## src/rtl/cylon_pkg.sv

```systemverilog
// cylon_pkg: shared channel state encoding and button index constants for the cylon input front end.
package cylon_pkg;
    typedef enum logic [1:0] {
        IDLE_LO    = 2'd0,
        CONFIRM_HI = 2'd1,
        HELD_HI    = 2'd2,
        CONFIRM_LO = 2'd3
    } ch_state_e;
    localparam int BTN_C = 0;
    localparam int BTN_L = 1;
    localparam int BTN_R = 2;
endpackage

```

## src/rtl/debounce_channel.sv

```systemverilog
// debounce_channel: synchroniser, debounce FSM and saturating counter for one input bit.
module debounce_channel
    import cylon_pkg::*;
#(
    parameter int SYNC_STAGES   = 2,
    parameter int DEBOUNCE_CLKS = 4
) (
    input  logic clk,
    input  logic rst_n,
    input  logic raw_i,
    output logic level_o,
    output logic press_o,
    output logic release_o,
    output logic held_o,
    output logic change_o
);
    localparam int CW = $clog2(DEBOUNCE_CLKS + 1);
    localparam logic [CW-1:0] LAST = CW'(DEBOUNCE_CLKS - 1);
    logic [SYNC_STAGES-1:0] sync_q;
    ch_state_e state_q, state_d;
    logic [CW-1:0] cnt_q, cnt_d, cnt_inc;
    logic level_q, level_d, press_q, press_d, release_q, release_d, s, done;
    assign s        = sync_q[SYNC_STAGES-1];
    assign done     = cnt_q >= LAST;
    assign cnt_inc  = &cnt_q ? cnt_q : cnt_q + 1'b1;
    assign level_o  = level_q;
    assign press_o  = press_q;
    assign release_o = release_q;
    assign held_o   = state_q == HELD_HI;
    // next-cycle strobe, lets the parent register an OR of strobes in the same cycle
    assign change_o = press_d | release_d;
    always_comb begin
        state_d   = state_q;
        cnt_d     = cnt_q;
        level_d   = level_q;
        press_d   = 1'b0;
        release_d = 1'b0;
        case (state_q)
            IDLE_LO: if (s) begin
                state_d = CONFIRM_HI;
                cnt_d   = CW'(1);
            end
            CONFIRM_HI: if (!s) begin
                state_d = IDLE_LO;
                cnt_d   = '0;
            end else if (done) begin
                state_d = HELD_HI;
                cnt_d   = '0;
                level_d = 1'b1;
                press_d = 1'b1;
            end else cnt_d = cnt_inc;
            HELD_HI: if (!s) begin
                state_d = CONFIRM_LO;
                cnt_d   = CW'(1);
            end
            CONFIRM_LO: if (s) begin
                state_d = HELD_HI;
                cnt_d   = '0;
            end else if (done) begin
                state_d   = IDLE_LO;
                cnt_d     = '0;
                level_d   = 1'b0;
                release_d = 1'b1;
            end else cnt_d = cnt_inc;
            default: state_d = IDLE_LO;
        endcase
    end
    always_ff @(posedge clk or negedge rst_n) begin
        if (!rst_n) begin
            sync_q    <= '0;
            state_q   <= IDLE_LO;
            cnt_q     <= '0;
            level_q   <= 1'b0;
            press_q   <= 1'b0;
            release_q <= 1'b0;
        end else begin
            sync_q    <= {sync_q[SYNC_STAGES-2:0], raw_i};
            state_q   <= state_d;
            cnt_q     <= cnt_d;
            level_q   <= level_d;
            press_q   <= press_d;
            release_q <= release_d;
        end
    end
endmodule

```

## src/rtl/button_conditioner.sv

```systemverilog
// button_conditioner: synchronises and debounces buttons and switches into clean levels and strobes.
// Define BTN_REPEAT_EN to add button auto-repeat press strobes while a button is held.
module button_conditioner
    import cylon_pkg::*;
#(
    parameter int NUM_BUTTONS       = 3,
    parameter int NUM_SWITCHES      = 16,
    parameter int SYNC_STAGES       = 2,
    parameter int DEBOUNCE_CLKS     = 1_000_000,
    parameter int REPEAT_DELAY_CLKS = 50_000_000,
    parameter int REPEAT_RATE_CLKS  = 10_000_000
) (
    input  logic                    clk,
    input  logic                    rst_n,
    input  logic [NUM_BUTTONS-1:0]  btn_raw,
    input  logic [NUM_SWITCHES-1:0] sw_raw,
    output logic [NUM_BUTTONS-1:0]  btn_level,
    output logic [NUM_BUTTONS-1:0]  btn_press,
    output logic [NUM_BUTTONS-1:0]  btn_release,
    output logic [NUM_SWITCHES-1:0] sw_stable,
    output logic                    sw_changed
);
    logic [NUM_BUTTONS-1:0]  btn_press_ch, btn_held, btn_chg_unused;
    logic [NUM_SWITCHES-1:0] sw_chg, sw_press_unused, sw_release_unused, sw_held_unused;
    logic sw_changed_q;
    for (genvar b = 0; b < NUM_BUTTONS; b++) begin : g_btn
        debounce_channel #(.SYNC_STAGES(SYNC_STAGES), .DEBOUNCE_CLKS(DEBOUNCE_CLKS)) u_ch (
            .clk(clk), .rst_n(rst_n), .raw_i(btn_raw[b]),
            .level_o(btn_level[b]), .press_o(btn_press_ch[b]), .release_o(btn_release[b]),
            .held_o(btn_held[b]), .change_o(btn_chg_unused[b])
        );
    end
    for (genvar i = 0; i < NUM_SWITCHES; i++) begin : g_sw
        debounce_channel #(.SYNC_STAGES(SYNC_STAGES), .DEBOUNCE_CLKS(DEBOUNCE_CLKS)) u_ch (
            .clk(clk), .rst_n(rst_n), .raw_i(sw_raw[i]),
            .level_o(sw_stable[i]), .press_o(sw_press_unused[i]), .release_o(sw_release_unused[i]),
            .held_o(sw_held_unused[i]), .change_o(sw_chg[i])
        );
    end
    always_ff @(posedge clk or negedge rst_n) begin
        if (!rst_n) sw_changed_q <= 1'b0;
        else sw_changed_q <= |sw_chg;
    end
    assign sw_changed = sw_changed_q;
`ifdef BTN_REPEAT_EN
    localparam int RW = $clog2(REPEAT_DELAY_CLKS + 1);
    localparam logic [RW-1:0] RPT_TOP    = RW'(REPEAT_DELAY_CLKS);
    localparam logic [RW-1:0] RPT_RELOAD = RW'(REPEAT_DELAY_CLKS - REPEAT_RATE_CLKS + 1);
    logic [NUM_BUTTONS-1:0][RW-1:0] rpt_q, rpt_d;
    logic [NUM_BUTTONS-1:0] rep_q, rep_d;
    // reaching RPT_TOP fires a repeat, reloading so the next one lands REPEAT_RATE_CLKS later
    always_comb begin
        rpt_d = rpt_q;
        rep_d = '0;
        for (int k = 0; k < NUM_BUTTONS; k++) begin
            rpt_d[k] = !btn_held[k] ? '0 : rpt_q[k] == RPT_TOP ? RPT_RELOAD : rpt_q[k] + 1'b1;
            rep_d[k] = btn_held[k] && rpt_d[k] == RPT_TOP;
        end
    end
    always_ff @(posedge clk or negedge rst_n) begin
        if (!rst_n) begin
            rpt_q <= '0;
            rep_q <= '0;
        end else begin
            rpt_q <= rpt_d;
            rep_q <= rep_d;
        end
    end
    assign btn_press = btn_press_ch | rep_q;
`else
    logic btn_held_unused;
    assign btn_held_unused = ^btn_held;
    assign btn_press = btn_press_ch;
`endif
endmodule
```

## config.mk

```make
export PLATFORM = sky130hd
export DESIGN_NAME = button_conditioner
export DESIGN_NICKNAME = d
export VERILOG_FILES = /design/src/rtl/cylon_pkg.sv /design/src/rtl/debounce_channel.sv /design/src/rtl/button_conditioner.sv
export SDC_FILE = /design/constraint.sdc
export NUM_CORES = 1
export LEC_CHECK = 0
export BUFFER_PORTS_ARGS = -buffer_cell sky130_fd_sc_hd__clkbuf_2
export CAP_MARGIN = 10
export CORE_ASPECT_RATIO = 1.4
export CORE_MARGIN = 4
export CORE_UTILIZATION = 45
export DETAILED_ROUTE_END_ITERATION = 12
export MAX_ROUTING_LAYER = met4
export PLACE_DENSITY_LB_ADDON = 0.25
export SKIP_CTS_REPAIR_TIMING = 1
export SLEW_MARGIN = 20
export SYNTH_ARGS = -nofsm -noshare
export SYNTH_HDL_FRONTEND = slang
export SYNTH_SLANG_ARGS = --single-unit
```

## constraint.sdc

```tcl
create_clock -name clk -period 4.5 [get_ports clk]
set_clock_uncertainty 0.15 [all_clocks]
set_input_delay 0.225 -clock clk [delete_from_list [all_inputs] [get_ports clk]]
set_output_delay 0.225 -clock clk [all_outputs]
set_load 0.005 [all_outputs]
```

* Word-level counts from Yosys, hierarchy flattened *
Index checks and enable logic that the tools add are counted.

storage, ports and cells
  word-level logic and storage cells = 917
  input bits = 21
  output and inout port bits = 26
  register bits after elaboration = 482

operators by class
  $lt $le $gt $ge = 19
  reduce and logical (&&, ||, !) cells = 115
  add/subtract/negate cells = 19
  multiplexer cells = 456
  bitwise gates (word level) = 16
  equality and inequality tests = 209

operators with widths
  kind                                            number
  2-to-1 mux 20 bit                               114
  one-hot mux 20 bit (4 select lines)             19
  adder 20 x 1 -> 20 bit (second input constant)  19
  >= comparator 20 bit (second input constant)    19
  AND reduction 20 bit                            19
  2-to-1 mux 2 bit                                114
  2-to-1 mux 1 bit                                171
  != test 2 x 1 -> 1 bit (second input constant)  76
  one-hot mux 2 bit (4 select lines)              19
  AND reduction 5 bit                             19
  == test 2 bit (second input constant)           38
  != test 2 bit (second input constant)           38
  AND reduction 4 bit                             19
  != test 3 x 1 -> 1 bit (second input constant)  19
  != test 3 bit (second input constant)           19
  == test 2 x 1 -> 1 bit (second input constant)  19
  logical NOT 2 bit                               19
  one-hot mux 1 bit (2 select lines)              19
  AND reduction 2 bit                             19
  nonzero test 2 bit                              19
  bitwise OR 1 bit                                16
  OR reduction 16 bit                             1

* Longest topological paths before layout *
Gate-level depths: netlist of the first run.

  word-level depth = 6
  gate-level depth with buffers = 10
  mapped depth without buffers = 8

* Modules after synthesis *
Synthesis of the first run repeated with hierarchy kept, for this count alone.

unflattened totals
  cell total of the unflattened synthesis = 3212
  area total of the unflattened synthesis = 29414.5 um^2

by module, submodules not included
  module                                cells an instance  seq. area each (um^2)  area an instance (um^2)  times used
  debounce_channel (g_btn[0].u_ch ...)  170                675.6                  1547.7                   17
  debounce_channel (g_sw[8].u_ch)       158                675.6                  1535.2                   1
  debounce_channel (g_sw[9].u_ch)       158                675.6                  1511.4                   1
  button_conditioner                    6                  25.0                   56.3                     1

* Least setup slack after synthesis of the first run *
No wires, ideal clock.

  path type = reg-to-reg
  start = register g_sw[15].u_ch.cnt_q[0]
  end = register sw_changed_q, in the netlist sw_changed
  slack = 2.099 ns
  library setup time = 0.131 ns
  period minus slack after synthesis = 2.401 ns
  buffers on the path = 0
  stages on the path, launching flop included = 9
  data required time = 4.219 ns
  data arrival time = 2.119 ns
  cell sequence = dfrtp_1 -> ha_1 -> and3_1 -> and3_4 -> o41ai_1 -> nand2_1 -> a221oi_2 -> o211ai_1 -> or3_1

between the ends
  cells in the longest elaborated chain, start to end = 6
  elaborated cells between the ends (all ways) = 8
  classes of those cells = 1 x order compare; 5 x mux; 1 x bitwise; 1 x reduce/logical

ends and longest elaborated chain
  item                                 line                                            RTL
  start, declared                      debounce_channel.sv:21                          logic [CW-1:0] cnt_q, cnt_d, cnt_inc;
  start signal, assigned               debounce_channel.sv:79                          cnt_q <= cnt_d;
  >= comparator 20 bit (*)             debounce_channel.sv:24                          assign done = cnt_q >= LAST;
  2-to-1 mux 1 bit (*)                 debounce_channel.sv:46, debounce_channel.sv:59
  2-to-1 mux 1 bit (on tied branches)  debounce_channel.sv:43, debounce_channel.sv:56
  2-to-1 mux 1 bit                     debounce_channel.sv:38                          case (state_q)
  bitwise OR 1 bit (*)                 debounce_channel.sv:31                          assign change_o = press_d | release_d;
  OR reduction 16 bit (*)              button_conditioner.sv:42                        else sw_changed_q <= |sw_chg;
  end signal, assigned                 button_conditioner.sv:42
  end, declared                        button_conditioner.sv:25                        logic sw_changed_q;

Mark *: on every way between the ends. The rest lies on a longest branch, timed or not.
A chain may end at the register's enable or synchronous reset.

* Worst setup path in the final report of the first run *
  start = register g_sw[5].u_ch.cnt_q[0]
  end = register g_sw[5].u_ch.cnt_q[2]

between the ends
  cells in the longest elaborated chain, start to end = 5
  elaborated cells between the ends (all ways) = 8
  classes of those cells = 1 x add/sub; 1 x order compare; 5 x mux; 1 x reduce/logical

ends and longest elaborated chain
  item                                                            line                                            RTL
  start, declared                                                 debounce_channel.sv:21
  start signal, assigned                                          debounce_channel.sv:79
  adder 20 x 1 -> 20 bit or AND reduction 20 bit (tied branches)  debounce_channel.sv:25                          assign cnt_inc = &cnt_q ? cnt_q : cnt_q + 1'b1;
  2-to-1 mux 20 bit                                               debounce_channel.sv:25
  2-to-1 mux 20 bit (*)                                           debounce_channel.sv:46, debounce_channel.sv:59
  2-to-1 mux 20 bit (on tied branches)                            debounce_channel.sv:56, debounce_channel.sv:43
  one-hot mux 20 bit (4 select lines) (*)                         debounce_channel.sv:38

Marked as above.

==> metrics, run 1 <==
largest cells by area after synthesis dfrtp_1, o21ai_0, a21oi_1, nor2_1, nand2_1; syn_nets about 3.0k; first-pass GRT wire length between 90 and 100 mm; Maximum Capacitance Violations 0; RSZ-0062 raised after global routing no; Most used DFF post-synth dfrtp_1; Vias/cell approximately 6.0; HPWL after detailed placement around 38 mm; Async S/R FF share, synth 100.0%; grt total ovfl 0; xor/xnor cell area share of the yosys netlist under 10%; final WL about 57 mm; relative slew slack between 30% and 40%; Final min period approximately 3 ns; Post-Synthesis Cells roughly 2.9k; cell area after synthesis ~26000 µm²; H-tree Lvls 2; worst reg2reg setup slack ~1.5 ns; Fin. Hold Viols 0; post-synth top area cell dfrtp_1; Period Utilization, post-route between 60% and 70%; crit path DAT between 3 and 4 ns; sequential area share after synthesis a little under half; Die Y-Extent around 290 µm; FP Rows just over 100; total CTS buffers ~50; Max Freq around 330 MHz; cell area after layout roughly 28000 µm²; Worst-Skew Late Latency 0.58 ns; Clock Pin Slew Worst Setup and Hold Paths around 0.060 ns; Max IR drop VDD about 0.29 mV; synth cell count leaders dfrtp_1, o21ai_0, nor2_1; largest net degree at the start of global routing 106; DR iter-0 viols 1215; CTS sink cnt about 480; layout cells sized above 1 under 10%; Slew Limit Fails 0; critical path peak fanout 11; initial antenna violation count 0; io pins 47; number of nets in the layout around 3k; core area between 50000 and 60000 µm²; CTS tree done; wire per inst 15.43 µm; Synth Area in Simple Gates about a quarter; setup TNS 0 ns; clock root buffer clkbuf_16; crit path launch type flip-flop; clk buf depth 3; antenna cells 0; main combinational cell family by area after synthesis simple AND/OR/NAND/NOR gates; vias in the first global route around 21k; Worst Path Required ~4.9 ns; DP Area 26150 µm²; initial core utilization a little under half; Pleak about 12 nW; Routed Antenna Nets 0; Ys Warns 0; I/O Buffers 46; Post-synth EDFFs 0; CP endpoint kind flip-flop; post-synthesis compound-gate area fraction around a fifth; post-synth cell types 88; critical path class flip-flop to flip-flop; min-delay worst type primary input to flip-flop; Final setup viols 0; pwr dens 355.5 nW/µm²; GRT Total Usage between 10% and 20%; Layout area overhead 9.890%; worst-margin pin slew just over 1 ns; Die X roughly 210 µm; Yosys reg bits ~480; Initial DRT Pass Iterations 5; adder-cell share of the synthesized area less than 1%; status finished clean; post-synth top area share about 47%; most frequent cell after synthesis dfrtp_1; GP Congestion ~0.85; Mapped Avg Cell Area around 8.8 µm²; post-synthesis mux area share less than 1%; via count 21.94k; DRC 0; Die Area between 60000 and 70000 µm²
## final timing paths
path	startpoint	to	cells past startpoint
max	g_sw[5].u_ch.cnt_q[0]	g_sw[5].u_ch.cnt_q[2]	8
min	sw_raw[12]	g_sw[12].u_ch.sync_q[0]	2
max reg2reg	g_sw[5].u_ch.cnt_q[0]	g_sw[5].u_ch.cnt_q[2]	8
min reg2reg	g_sw[5].u_ch.sync_q[0]	g_sw[5].u_ch.sync_q[1]	0
max in group asynchronous	rst_n	g_sw[4].u_ch.cnt_q[17]	3
min in group asynchronous	rst_n	g_sw[10].u_ch.cnt_q[19]	2
## layout by cell type, fill, tap and decap left out, types with 11 or more instances in the layout
cell,instances
nand2_1,282
nor2b_1,13
dfrtp_1,482
and2_1,51
ha_1,19
nand4_1,108
and3_1,83
inv_1,51
clkbuf_8,11
or3_1,15
a22o_1,30
nor3_1,58
a21o_1,19
a41oi_1,19
and4_1,38
nor2_1,278
dlygate4sd3_1,20
or4_1,14
nand2b_1,12
mux2_2,13
xor2_1,56
o21ai_0,306
nor4_1,11
a31oi_1,118
o21a_1,12
clkbuf_2,45
o31ai_1,36
xnor2_1,17
or2_2,18
nand3_1,196
clkbuf_16,53
a21oi_1,255
## where the power goes
| part | switching, mW | total, mW | internal [mW] |
|---|---|---|---|
| registers | 0.176 | 4.66 | 4.48 |
| clock network | 1.72 | 4.27 | 2.55 |
| logic | 0.707 | 1.05 | 0.344 |
## metrics by stage
stage	util (%)	instances	setup slack, ns	hold slack [ns]	power [mW]
3_3_place_gp	46.42	3561	1.570	0.1826	5.717
3_5_place_dp	46.43	3561	1.472	0.1847	5.767
2_1_floorplan	-	2913	2.099	-0.2206	5.460
5_1_grt	49.84	3671	1.285	0.1065	10.45
4_1_cts	49.45	3651	1.473	-0.4493	10.11
6_report	49.84	3671	1.504	0.1356	9.979
## cell families after synthesis
family,after synthesis
and+or+nand+nor,1218
AOI/OAI and AO/OA,911
DFF,482
buffers and inverters,196
xor gates and xnor gates,73
adders and majority gates,19
muxes,14
## state kept, by name, indices dropped and copies added, names as in the netlist, named ones only
register              count
g_btn.u_ch.state_q        3
g_btn.u_ch.release_o      3
g_btn.u_ch.sync_q         6
g_sw.u_ch.sync_q         32
g_btn.u_ch.cnt_q         60
g_btn.u_ch.level_o        3
g_sw.u_ch.level_o        16
g_btn.u_ch.press_o        3
g_sw.u_ch.state_q        16
g_sw.u_ch.cnt_q         320
sw_changed                1
## critical path, stage by stage, from the launching register on
cell and delay, ns:
dfrtp_1 0.41, ha_1 0.22, and3_1 0.22, and3_1 0.29, o41ai_1 0.35, nand2_1 0.20, nor2_1 0.58, nor2_1 0.32
nor2_1 0.18
## cell type report
| type | count | area [µm²] |
|---|---|---|
| tap | 735 | 919.6 |
| inverter | 51 | 191.4 |
| clock inverter | 17 | 192.7 |
| multi-input combinational | 2235 | 12610 |
| fill | 5189 | 28250 |
| sequential | 482 | 12060 |
| clock buffer | 73 | 1511 |
| timing repair buffer | 78 | 580.6 |
## metal layers
metal  GRT usage, %  wire [µm]  vias to the layer above
met4          6.019       1444                        0
met2          32.25      28540                      398
met3          2.541       1952                      103
met5              -          0                        -
li1               -          -                    10720
met1          22.66      24720                    10720
No activity file was read; power rests on OpenSTA's default activity.
==> run 2: changes to the inputs <==
Clock period 4.5 ns to 2.8 ns, I/O delays scaled along.
==> metrics, run 2 (synthesis gave the netlist of run 1 again) <==
status finished with violations; failing checks negative hold slack; Pint 12.07 mW (+64%); Worst Path Required 3.10 ns (-1.75 ns); core area 56320 µm² (unchanged); Routed Antenna Nets 0 (unchanged); GP Congestion 0.8928 (+4.8%); Pleak 12.18 nW (+2.8%); initial core utilization 45.35% (unchanged); Die Area 60690 µm² (unchanged); critical path peak fanout 14 (+3); clk buf depth 3 (unchanged); final WL 58.01 mm (+2.4%); Clock Pin Slew Worst Setup and Hold Paths 0.06 ns (about the same); worst-margin pin slew 0.8551 ns (-0.1558 ns); Max Freq 387.7 MHz (+16%); Period Utilization, post-route 92.12% (+26 points); worst hold margin -0.03129 ns (-0.1669 ns); min-delay worst type primary input to asynchronous set/reset pin; most common cell after layout, fill and taps aside dfrtp_1; Final min period 2.579 ns (-0.4162 ns); largest net degree at the start of global routing 79 (-25%); Top reg by flops g_sw.u_ch.cnt_q; Die Y-Extent 289.9 µm (unchanged); crit path launch type flip-flop; Worst-Skew Late Latency 0.60 ns (+0.02 ns); RSZ-0062 raised after global routing no; most frequent cells in the layout dfrtp_1, o21ai_0, nand2_1, nor2_1, a21oi_1; Switching Share 26.25% (+0.15 points); total CTS buffers 50 (-2.0%); Maximum Capacitance Violations 0 (unchanged); crit path DAT 2.88 ns (-0.46 ns); via count 22.14k (+0.90%); setup TNS 0 ns (unchanged); Net Sw Power 4.297 mW (+65%); Final setup viols 0 (unchanged); Total Power 16.37 mW (+64%); Largest regs g_sw.u_ch.cnt_q: 320 flops, g_btn.u_ch.cnt_q: 60 flops, g_sw.u_ch.sync_q: 32 flops; CP endpoint kind flip-flop; I/O Buffers 46 (unchanged); grt total ovfl 0 (unchanged); io pins 47 (unchanged); Max IR drop VDD 0.3912 mV (+36%); Initial DRT Pass Iterations 5 (unchanged); CTS sink cnt 482 (unchanged); worst reg2reg setup slack 0.22 ns (-1.28 ns); vias in the first global route 21.37k (+0.74%); first-pass GRT wire length 100.6 mm (+2.8%); Die X 209.4 µm (unchanged); HPWL after detailed placement 39.66 mm (+4.9%); pwr dens 572.8 nW/µm² (+61%); FP Rows 103 (unchanged); number of flip-flops under the largest register name 320 (unchanged); critical path class flip-flop to flip-flop; wire per inst 15.55 µm (+0.75%); H-tree Lvls 2 (unchanged); Clk pwr share 43.2% (+0.4 points); sequential share of power 45.7% (-1.0 points); Slew Limit Fails 0 (unchanged); DRC 0 (unchanged); CTS tree done; DR iter-0 viols 1452 (+20%); GRT Total Usage 19.21% (+0.55 points); Vias/cell 5.934 (-0.72%); Fin. Hold Viols 11 (+11); combinational share of power 11.0% (+0.5 points); number of nets in the layout 2996 (+1.9%); layout cells sized above 1 9.179% (+1.9 points); initial antenna violation count 0 (unchanged); clock root buffer clkbuf_16; relative slew slack 42.78% (+10 points); antenna cells 0 (unchanged); Layout area overhead 11.89%
run 2: area by class of cell:
class | instances | area (µm²)
multi-input combinational | 2235 | 12620
fill | 5133 | 27740
tap | 735 | 919.6
sequential | 482 | 12060
timing repair buffer | 136 | 1041
clock inverter | 23 | 310.3
clock buffer | 69 | 1434
inverter | 51 | 191.4
run 2: layer usage:
metal	routed length, µm	track usage [%]	up-vias	share of wire (%)
met5	0	-	-	0
met4	1196	5.271	0	2.1
met3	2093	2.617	100	3.6
met2	29610	33.49	413	51
met1	25110	23.49	10810	43
li1	-	-	10810	-
run 2: final timing paths:
| kind | startpoint | to | cells past startpoint |
|---|---|---|---|
| max in group asynchronous | rst_n | g_sw[0].u_ch.cnt_q[16] | 3 |
| setup reg to reg | g_sw[7].u_ch.cnt_q[13] | g_sw[7].u_ch.cnt_q[4] | 8 |
| min in group clk | sw_raw[13] | g_sw[13].u_ch.sync_q[0] | 2 |
| setup / recovery | g_sw[7].u_ch.cnt_q[13] | g_sw[7].u_ch.cnt_q[4] | 8 |
| hold reg to reg | g_sw[3].u_ch.sync_q[0] | g_sw[3].u_ch.sync_q[1] | 0 |
| hold / removal | rst_n | g_sw[10].u_ch.sync_q[1] | 2 |
run 2: metrics by stage:
step                hold slack [ns]  std cells  instance area [µm²]  utilization [%]  setup WS, ns
floorplan                   -0.3056       2913                25540                -        0.3994
global placement            0.01082       3619                26600            47.24        0.1723
detailed placement          0.01144       3619                26600            47.24        0.1287
CTS                         -0.6355       3711                28350            50.34        0.1065
global route                0.02320       3731                28580            50.75       0.01508
finish                     -0.03129       3731                28580            50.75        0.2205
run 2: worst max-delay path: stages (launching register included):
cell	delay (ns)
dfrtp_1	0.45
nor4_1	0.42
a41oi_1	0.17
a21oi_1	0.32
or2_0	0.31
buf_4	0.27
a21oi_1	0.06
o21ai_0	0.18
o21ai_0	0.11
run 2: power by group through the flow:
| stage | sequential [mW] | combinational [mW] | clock [mW] |
|---|---|---|---|
| final | 7.49 | 1.81 | 7.08 |
| after global routing | 7.53 | 2.06 | 7.53 |
| after CTS | 7.48 | 1.80 | 7.27 |
| after detailed placement | 7.61 | 1.79 | 0 |
| after global placement | 7.59 | 1.72 | 0 |
| after floorplan | 7.50 | 1.28 | 0 |
==> run 3: changes to the inputs <==
Settings changed: CORE_UTILIZATION 45 to 30.
==> metrics, run 3 (synthesis gave the netlist of run 1 again) <==
status finished clean; CTS sink cnt 482 (unchanged); GRT Total Usage 13.77% (-5.4 points); Initial DRT Pass Iterations 5 (unchanged); multi-input combinational cell area 12650 µm² (+0.21%); critical path class flip-flop to flip-flop; Die Y-Extent 353.2 µm (+22%); Final min period 2.668 ns (+0.08826 ns); worst hold margin 0.01491 ns (+0.04620 ns); most common cell after layout, fill and taps aside dfrtp_1; via count 21.67k (-2.1%); critical path peak fanout 6 (-8); DP Area 27260 µm² (+2.4%); Clock Pin Slew Worst Setup and Hold Paths 0.07 ns (about the same); GP Congestion 0.8250 (-7.6%); initial antenna violation count 0 (unchanged); pwr dens 575.7 nW/µm² (+0.51%); Die X 254.6 µm (+22%); crit path DAT 3.01 ns (+0.13 ns); Die Area 89940 µm² (+48%); number of flip-flops under the largest register name 320 (unchanged); wire per inst 14.87 µm (-4.4%); Layout area overhead 15.25%; initial core utilization 30.28% (-15 points); fill count 8585 (+67%); RSZ-0062 raised after global routing no; layout cells sized above 1 10.35% (+1.2 points); Vias/cell 5.256 (-11%); Largest regs g_sw.u_ch.cnt_q: 320 flops, g_btn.u_ch.cnt_q: 60 flops, g_sw.u_ch.sync_q: 32 flops; io pins 47 (unchanged); clock root buffer clkbuf_16; DR iter-0 viols 1100 (-24%); Routed Antenna Nets 0 (unchanged); Worst-Skew Late Latency 0.62 ns (+0.02 ns); Worst Path Required 3.14 ns (+0.04 ns); cell area after layout 29440 µm² (+3.0%); first-pass GRT wire length 104.1 mm (+3.4%); number of nets in the layout 3032 (+1.2%); antenna cells 0 (unchanged); CTS tree done; Top reg by flops g_sw.u_ch.cnt_q; Fin. Hold Viols 0 (-11); crit path launch type flip-flop; Pleak 12.43 nW (+2.1%); I/O Buffers 46 (unchanged); largest net degree at the start of global routing 71 (-10%); clk buf depth 3 (unchanged); core area 84340 µm² (+50%); most frequent cells in the layout dfrtp_1, o21ai_0, nand2_1, nor2_1, a21oi_1; register area 12060 µm² (unchanged); vias in the first global route 21.04k (-1.6%); Final setup viols 0 (unchanged); final WL 61.30 mm (+5.7%); Maximum Capacitance Violations 0 (unchanged); worst-margin pin slew 0.9601 ns (+0.1051 ns); Max Freq 374.8 MHz (-3.3%); H-tree Lvls 2 (unchanged); CP endpoint kind flip-flop; total CTS buffers 53 (+6.0%); Slew Limit Fails 0 (unchanged); min-delay worst type primary input to flip-flop; grt total ovfl 0 (unchanged); Max IR drop VDD 0.4251 mV (+8.7%); FP Rows 126 (+22%); Period Utilization, post-route 95.28% (+3.2 points); relative slew slack 35.86% (-6.9 points); HPWL after detailed placement 40.70 mm (+2.6%); DRC 0 (unchanged)
==> run 3: final timing paths <==
| kind | startpoint | to | slack, ns | cells after the start |
|---|---|---|---|---|
| setup / recovery | g_sw[0].u_ch.cnt_q[15] | sw_changed | 0.13 | 6 |
| hold / removal | sw_raw[11] | g_sw[11].u_ch.sync_q[0] | 0.01 | 2 |
| setup reg to reg | g_sw[0].u_ch.cnt_q[15] | sw_changed | 0.13 | 6 |
| hold reg to reg | g_btn[0].u_ch.sync_q[0] | g_btn[0].u_ch.sync_q[1] | 0.20 | 0 |
| max in group asynchronous | rst_n | g_sw[8].u_ch.cnt_q[2] | 1.99 | 3 |
| min in group asynchronous | rst_n | g_sw[11].u_ch.cnt_q[11] | 0.09 | 3 |
==> run 3: final cells by class <==
class	instances	area share [%]
clock buffer	71	5.007
clock inverter	27	1.360
inverter	51	0.6503
multi-input combinational	2235	42.97
sequential	482	40.97
tap	1088	4.624
timing repair buffer	169	4.420
==> run 3: metrics by stage <==
stage	util [%]	setup TNS [ns]	setup slack, ns	cells	total power, mW
floorplan	-	0	0.3994	2913	8.775
global placement	32.32	-0.007460	-0.007460	4002	9.433
detailed placement	32.32	-0.1265	-0.1265	4002	9.449
CTS	34.54	-0.1238	-0.1238	4100	17.27
global route	34.90	0	0.02027	4123	17.85
finish	34.90	0	0.1323	4123	16.95
==> run 3: where the power goes <==
group | total [mW] | internal [mW] | leakage, nW | switching (mW)
combinational | 1.86 | 0.675 | 4.96 | 1.19
sequential | 7.47 | 7.20 | 6.54 | 0.275
clock | 7.61 | 4.55 | 0.925 | 3.06
==> run 3: critical path: stages (launching register included) <==
cell and delay [ns]:
dfrtp_1 0.42, or4_1 0.56, a211oi_2 0.25, nor2_1 0.15, a32oi_2 0.31, nand4_1 0.29
or3_1 0.42
==> run 3: layer usage <==
metal	track usage [%]	routed length, µm	up-vias
met5	-	0	-
met4	4.127	1807	0
met3	1.856	1574	99
met2	23.82	30080	208
met1	16.76	27840	10470
li1	-	-	10890
